### src/rtl/sprite_anim_sequencer.sv
// sprite_anim_sequencer: per-frame walk animation sequencer for the VGA color mapper.
// Advances the facing and walk phase on each rising edge of VS, paces the phase
// with a frame divider, emits a registered sprite ROM base address and pulses
// Step_Done once per completed walk cycle.
// Optional feature: define ANIM_TURN_PAUSE_EN to hold the character in place
// for TURN_TICKS frames after every turn (Turn_Hold reports the hold).
module sprite_anim_sequencer #(
    parameter int FRAMES_PER_PHASE = 4,
    parameter int SPRITE_WORDS     = 408,
    parameter int ADDR_W           = 13,
    parameter int TURN_TICKS       = 2
) (
    input  logic              Clk,
    input  logic              Reset_n,
    input  logic              VS,
    input  logic              Character_Moving,
    input  logic [1:0]        Direction,
    output logic [1:0]        Facing,
    output logic [1:0]        Phase,
    output logic [ADDR_W-1:0] Sprite_Base,
    output logic              Step_Done,
    output logic              Turn_Hold
);

    localparam logic [7:0] CNT_LAST = 8'(FRAMES_PER_PHASE - 1);

    // Reject configurations the counters or the address bus cannot represent.
    if (FRAMES_PER_PHASE < 1 || FRAMES_PER_PHASE > 255 ||
        TURN_TICKS < 1 || TURN_TICKS > 255 ||
        ADDR_W < 1 || ADDR_W > 32) begin : g_cfg_check
        $error("sprite_anim_sequencer: parameter out of range");
    end

    logic              vs_q;
    logic              tick;
    logic [1:0]        facing_q, facing_d;
    logic [1:0]        phase_q, phase_d;
    logic [7:0]        cnt_q, cnt_d;
    logic              step_done_q, step_done_d;
    logic [ADDR_W-1:0] sprite_base_q, sprite_base_d;
    logic [31:0]       sprite_prod;

`ifdef ANIM_TURN_PAUSE_EN
    localparam logic [7:0] HCNT_RELOAD = 8'(TURN_TICKS - 1);
    logic       turn_hold_q, turn_hold_d;
    logic [7:0] hcnt_q, hcnt_d;
`endif

    // One tick per frame: VS is high now but was low on the previous cycle.
    assign tick = VS & ~vs_q;

    // ROM base for the frame currently shown; the full-width product is truncated to the bus.
    always_comb begin
        sprite_prod   = 32'({facing_q, phase_q}) * 32'(SPRITE_WORDS);
        sprite_base_d = sprite_prod[ADDR_W-1:0];
    end

    // Per-tick animation rules: stop, turn, or advance the walk phase via the frame divider.
    always_comb begin
        facing_d    = facing_q;
        phase_d     = phase_q;
        cnt_d       = cnt_q;
        step_done_d = 1'b0;
`ifdef ANIM_TURN_PAUSE_EN
        turn_hold_d = turn_hold_q;
        hcnt_d      = hcnt_q;
`endif
        if (tick) begin
`ifdef ANIM_TURN_PAUSE_EN
            if (turn_hold_q) begin
                // Standing still after a turn; only a fresh turn restarts the hold.
                phase_d = 2'd0;
                cnt_d   = 8'd0;
                if (Character_Moving && (Direction != facing_q)) begin
                    facing_d = Direction;
                    hcnt_d   = HCNT_RELOAD;
                end else if (hcnt_q == 8'd0) begin
                    turn_hold_d = 1'b0;
                end else begin
                    hcnt_d = hcnt_q - 8'd1;
                end
            end else
`endif
            if (!Character_Moving) begin
                phase_d = 2'd0;
                cnt_d   = 8'd0;
            end else if (Direction != facing_q) begin
                facing_d = Direction;
                phase_d  = 2'd0;
                cnt_d    = 8'd0;
`ifdef ANIM_TURN_PAUSE_EN
                turn_hold_d = 1'b1;
                hcnt_d      = HCNT_RELOAD;
`endif
            end else if (cnt_q == CNT_LAST) begin
                cnt_d       = 8'd0;
                phase_d     = phase_q + 2'd1;
                step_done_d = (phase_q == 2'd3);
            end else begin
                cnt_d = cnt_q + 8'd1;
            end
        end
    end

    // State registers; vs_q resets high so VS already high at release is not a tick.
    always_ff @(posedge Clk or negedge Reset_n) begin
        if (!Reset_n) begin
            vs_q          <= 1'b1;
            facing_q      <= 2'd0;
            phase_q       <= 2'd0;
            cnt_q         <= 8'd0;
            step_done_q   <= 1'b0;
            sprite_base_q <= '0;
        end else begin
            vs_q          <= VS;
            facing_q      <= facing_d;
            phase_q       <= phase_d;
            cnt_q         <= cnt_d;
            step_done_q   <= step_done_d;
            sprite_base_q <= sprite_base_d;
        end
    end

`ifdef ANIM_TURN_PAUSE_EN
    // Turn-in-place hold flag and its remaining-tick counter.
    always_ff @(posedge Clk or negedge Reset_n) begin
        if (!Reset_n) begin
            turn_hold_q <= 1'b0;
            hcnt_q      <= 8'd0;
        end else begin
            turn_hold_q <= turn_hold_d;
            hcnt_q      <= hcnt_d;
        end
    end

    assign Turn_Hold = turn_hold_q;
`else
    assign Turn_Hold = 1'b0;
`endif

    assign Facing      = facing_q;
    assign Phase       = phase_q;
    assign Sprite_Base = sprite_base_q;
    assign Step_Done   = step_done_q;

endmodule
### config.mk
export PLATFORM = sky130hd
export DESIGN_NAME = sprite_anim_sequencer
export DESIGN_NICKNAME = d
export VERILOG_FILES = /design/src/rtl/sprite_anim_sequencer.sv
export SDC_FILE = /design/constraint.sdc
export NUM_CORES = 1
export LEC_CHECK = 0
export ABC_AREA = 1
export BUFFER_PORTS_ARGS = -buffer_cell sky130_fd_sc_hd__buf_2
export CORE_MARGIN = 2
export CORE_UTILIZATION = 40
export CTS_CLUSTER_DIAMETER = 60
export DETAILED_ROUTE_END_ITERATION = 6
export HOLD_SLACK_MARGIN = 0.03
export PLACE_DENSITY = 0.6
export SETUP_SLACK_MARGIN = 0.02
export SLEW_MARGIN = 20
export SYNTH_ARGS = -nofsm -noshare
export SYNTH_HDL_FRONTEND = slang
export SYNTH_SLANG_ARGS = --single-unit
### constraint.sdc
create_clock -name Clk -period 1.95 [get_ports Clk]
set_input_delay 0.585 -clock Clk [delete_from_list [all_inputs] [get_ports Clk]]
set_output_delay 0.585 -clock Clk [all_outputs]
set_load 0.1 [all_outputs]
Word-level counts from Yosys, hierarchy flattened:

Index checks and enable logic that the tools add are counted.

* add/subtract/negate cells: 2
* multipliers: 1
* equal/unequal tests: 4
* muxes and demuxes: 10
* bitwise operators: 2
* reduce and logical (&&, ||, !) cells: 2

Operator list (count)
* $mux W8: 3
* $mul A4 B6 Y10 const B: 1
* $add A8 B1 Y8 const B: 1
* $eq A8 B2 Y1 const B: 1
* $mux W2: 3
* $mux W1: 4
* $ne A3 B1 Y1 const B: 1
* $reduce_and A3 Y1: 1
* $add A2 B1 Y2 const B: 1
* $eq A2 B2 Y1 const B: 1
* $ne A2 B2 Y1: 1
* $reduce_and A2 Y1: 1
* $and A1 B1 Y1: 1
* $not A1 Y1: 1

* register bits: 24
* input bits: 6
* output and inout port bits: 19
* word-level logic and storage cells: 27

Logic depth before layout (Yosys ltp):

* depth after elaboration: 5
* depth in mapped cells: 10

Least setup slack after synthesis:

Ideal clock, no wire load.

* path kind: flip-flop to flip-flop
* start point: register facing_q[0], in the netlist Facing[0]
* end point: register sprite_base_q[11], in the netlist Sprite_Base[11]
* setup time: 0.116 ns
* arrival: 2.492 ns
* setup slack: -0.659 ns
* stages on the path, launching flop included: 11
* buffers on the path: 0
* clock period less this slack: 2.609 ns
* cells stage by stage: dfrtp_1 -> inv_2 -> ha_1 -> ha_1 -> or2_2 -> ha_1 -> a21oi_1 -> nand3b_1 -> nand2_1 -> nand2_1 -> nand2_1

* word-level cells in the longest chain between the ends: 1

Ends and longest elaborated chain
* start, declared: RTL line 36 `logic [1:0] facing_q, facing_d;`
* start signal, assigned: RTL line 116 `facing_q <= facing_d;`
* $mul A4 B6 Y10: RTL line 54 `sprite_prod = 32'({facing_q, phase_q}) * 32'(SPRITE_WORDS);`
* named net sprite_base_d[11]: RTL line 40 `logic [ADDR_W-1:0] sprite_base_q, sprite_base_d;`
* end signal, assigned: RTL line 120 `sprite_base_q <= sprite_base_d;`
* end, declared: RTL line 40

The timed path passes the listed nets, and every way through them passes these cells.
A chain may end at the register's enable or synchronous reset.

Worst setup path in the final report:

* start point: register facing_q[1], in the netlist Facing[1]
* end point: register sprite_base_q[11], in the netlist Sprite_Base[11]

The elaborated chain is that of the path after synthesis.

==> reports/qor.yml <==
combPwrFrac_pct: 42.9
status: "finished, final reports clean"
nets: 189
fin_area_um2: 1620
pwr-share-clk_pct: 15.9
clock_latency_ps: 310
worst_slew_pin_slew_ps: 513
die_y_um: 61.7
r2r-start: "Facing[1]"
worst_setup_path_start_kind: "flop"
clk_path_buf_depth: 2
worstSetupEndpointType: "flop"
dieArea_um2: 3810
postSynthAreaPerCell_um2: 9.38
drc: 0
portBuffers: 20
netlist_area_um2: 1330
setup_viol: 0
grt_pass1_vias: 917
period_minus_slack_ps: 1870
ff2ff_path_depth: 9
crit_type: "reg -> reg"
grt_usage_pct: 13.7
firstDrtPassIters: 4
ir_drop_mv: 0.419
skew_ps: 12.9
cap_violations: 0
ys_seq_area_share_pct: 45.2
syn2layout_area_growth_pct: 21.5
r2r_end: "Sprite_Base[11]"
via_count: 982
vias_per_cell: 4.59
routabilityCongestion: 0.804
fmax_mhz: 535
dp_hpwl_mm: 1.73
rsz0062_at_grt: "true"
path_max_fanout: 3
final_common_cell: "nand2_1"
crit_start: "Facing[1]"
clkTransAtPathRegs_ps: 140
cts_htree_levels: 1
totalWireLength_mm: 2.37
slew_viol_final: 0
drive_above_1_share_pct: 36.5
fp.dieW_um: 61.7
coreArea_um2: 3100
setup_tns_ps: 0
pwr-share-seq_pct: 41.2
clock-sinks: 24
io_pins: 25
cts_buffers: 3
p_leak_nw: 0.839
p_per_area_nw_per_um2: 873
cts_tree: "built"
crit_end: "Sprite_Base[11]"
netlist_instances: 142
ys_seq_elements: 24
core.rowCount: 20
rrSetupSlack_ps: 80
diodes: 0
initial_core_util_pct: 42.9
antenna_left: 0
cp.arrival_ps: 2090
yosysWarnings: 0
overflow: 0
wire_per_inst_um: 11.1
final_cell_mix: "nand2_1 (31), dfrtp_1 (20), buf_2 (18)"
synth.distinct_cells: 25
cts-root-buf: "clkbuf_4"
grt_first_pass_wirelength_mm: 3.88
place_area_um2: 1530
drt_iter0_markers: 26
post-route-period-util_pct: 95.8
hold_buffers: 0
relSlewSlack_pct: 65.8
internal_power_uw: 768
hold_viol_final: 0
power.switching_uw: 645
grt_max_degree: 25
antenna_found_initial: 0
swShare_pct: 45.7
worstPathRequired_ps: 2170
hp-class: "in -> async"
[routing by layer]
metal / global-route usage [%] / wire length [um] / vias to the layer above
met1: 19.6 / 1150 / 455
met5: 0 / 0 / -
met4: 4.56 / 21 / 0
li1: - / - / 495
met3: 2.90 / 134 / 2
met2: 20.8 / 1060 / 30
[registers in the layout, indices dropped and copies added (netlist names)]
signal       count
Facing           2
vs_q             1
Sprite_Base     10
Step_Done        1
cnt_q            8
Phase            2
[worst max-delay path, cell delays in order (launching register included)]
cell      delay (ps)
dfrtp_4          520
ha_4             180
ha_4             150
or2_4            250
ha_4             230
a21oi_2          140
nand3b_1         140
nand2_1           60
nand2_1           60
nand2_1           50
[power groups by stage]
stage          Clock (mW)  Combinational, mW  Sequential [mW]
2_1_floorplan           0              0.197            0.878
3_3_place_gp            0              0.573            0.593
3_5_place_dp            0              0.575            0.594
4_1_cts             0.236              0.576            0.585
5_1_grt             0.261              0.644            0.589
6_report            0.225              0.606            0.583
[how the worst min path moves through the flow]
stage / startpoint / to / slack [ps]
3_3_place_gp: Phase[0] / Sprite_Base[3] / 500
4_1_cts: Reset_n / Sprite_Base[9] / 240
6_report: Reset_n / Sprite_Base[6] / 220
5_1_grt: Reset_n / Sprite_Base[8] / 250
2_1_floorplan: Reset_n / Phase[0] / 290
3_5_place_dp: Phase[0] / Sprite_Base[3] / 490
[cells in the mapped netlist]
cell type  count  area share [%]
a31o_2         1            0.66
xnor2_1        1            0.66
inv_1         13             3.7
nor2_2         6             2.8
nor2_1         7             2.0
conb_1         1            0.28
nand2_4        1            0.85
nand2_1       32             9.0
buf_4          5             2.8
o21ai_0        2            0.75
nor2_4         3             2.5
dfrtp_1       23              43
ha_1          12              11
nand3_4        1             1.3
nand3_1        8             3.0
a21oi_1        2            0.75
inv_8          1            0.85
or2_2          1            0.47
xor2_1        10             6.6
nand4_1        3             1.4
nand3b_1       1            0.56
inv_2          3            0.85
dfstp_2        1             2.0
nand2_2        3             1.4
nor3_1         1            0.38
[through the flow]
| stage | std cells | util (%) | hold WS [ps] | power (mW) | setup WS (ps) |
|---|---|---|---|---|---|
| after global placement | 205 | 49.4 | 498 | 1.17 | 120 |
| final | 214 | 52.2 | 219 | 1.41 | 81.9 |
| after global routing | 214 | 52.2 | 250 | 1.50 | -25.2 |
| after floorplan | 145 | - | 289 | 1.08 | -44.9 |
| after detailed placement | 205 | 49.4 | 495 | 1.17 | 99.1 |
| after CTS | 209 | 50.2 | 241 | 1.40 | 72.4 |
[layout make-up]
class,instances,area [um^2]
repair buffers,26,150
inverters,17,73.8
clock buffers,4,26.3
multi-input cells,99,703
fillers,312,1480
flip-flops and latches,24,611
well taps,44,55.1
[kinds of logic after synthesis]
family | synth area share (%)
compound gates | 2.16
flops | 45.2
xor+xnor | 7.23
simple gates | 25.7
fa+ha+maj | 11.3
other cells | 0.281
buf+inv | 8.17
[what timing repair did]
| item | CTS | global route |
|---|---|---|
| buffers inserted | 0 | 5 |
| setup endpoints to repair | 0 | 2 |
| resized for setup | 0 | 6 |
(Power assumes the default switching activity.)
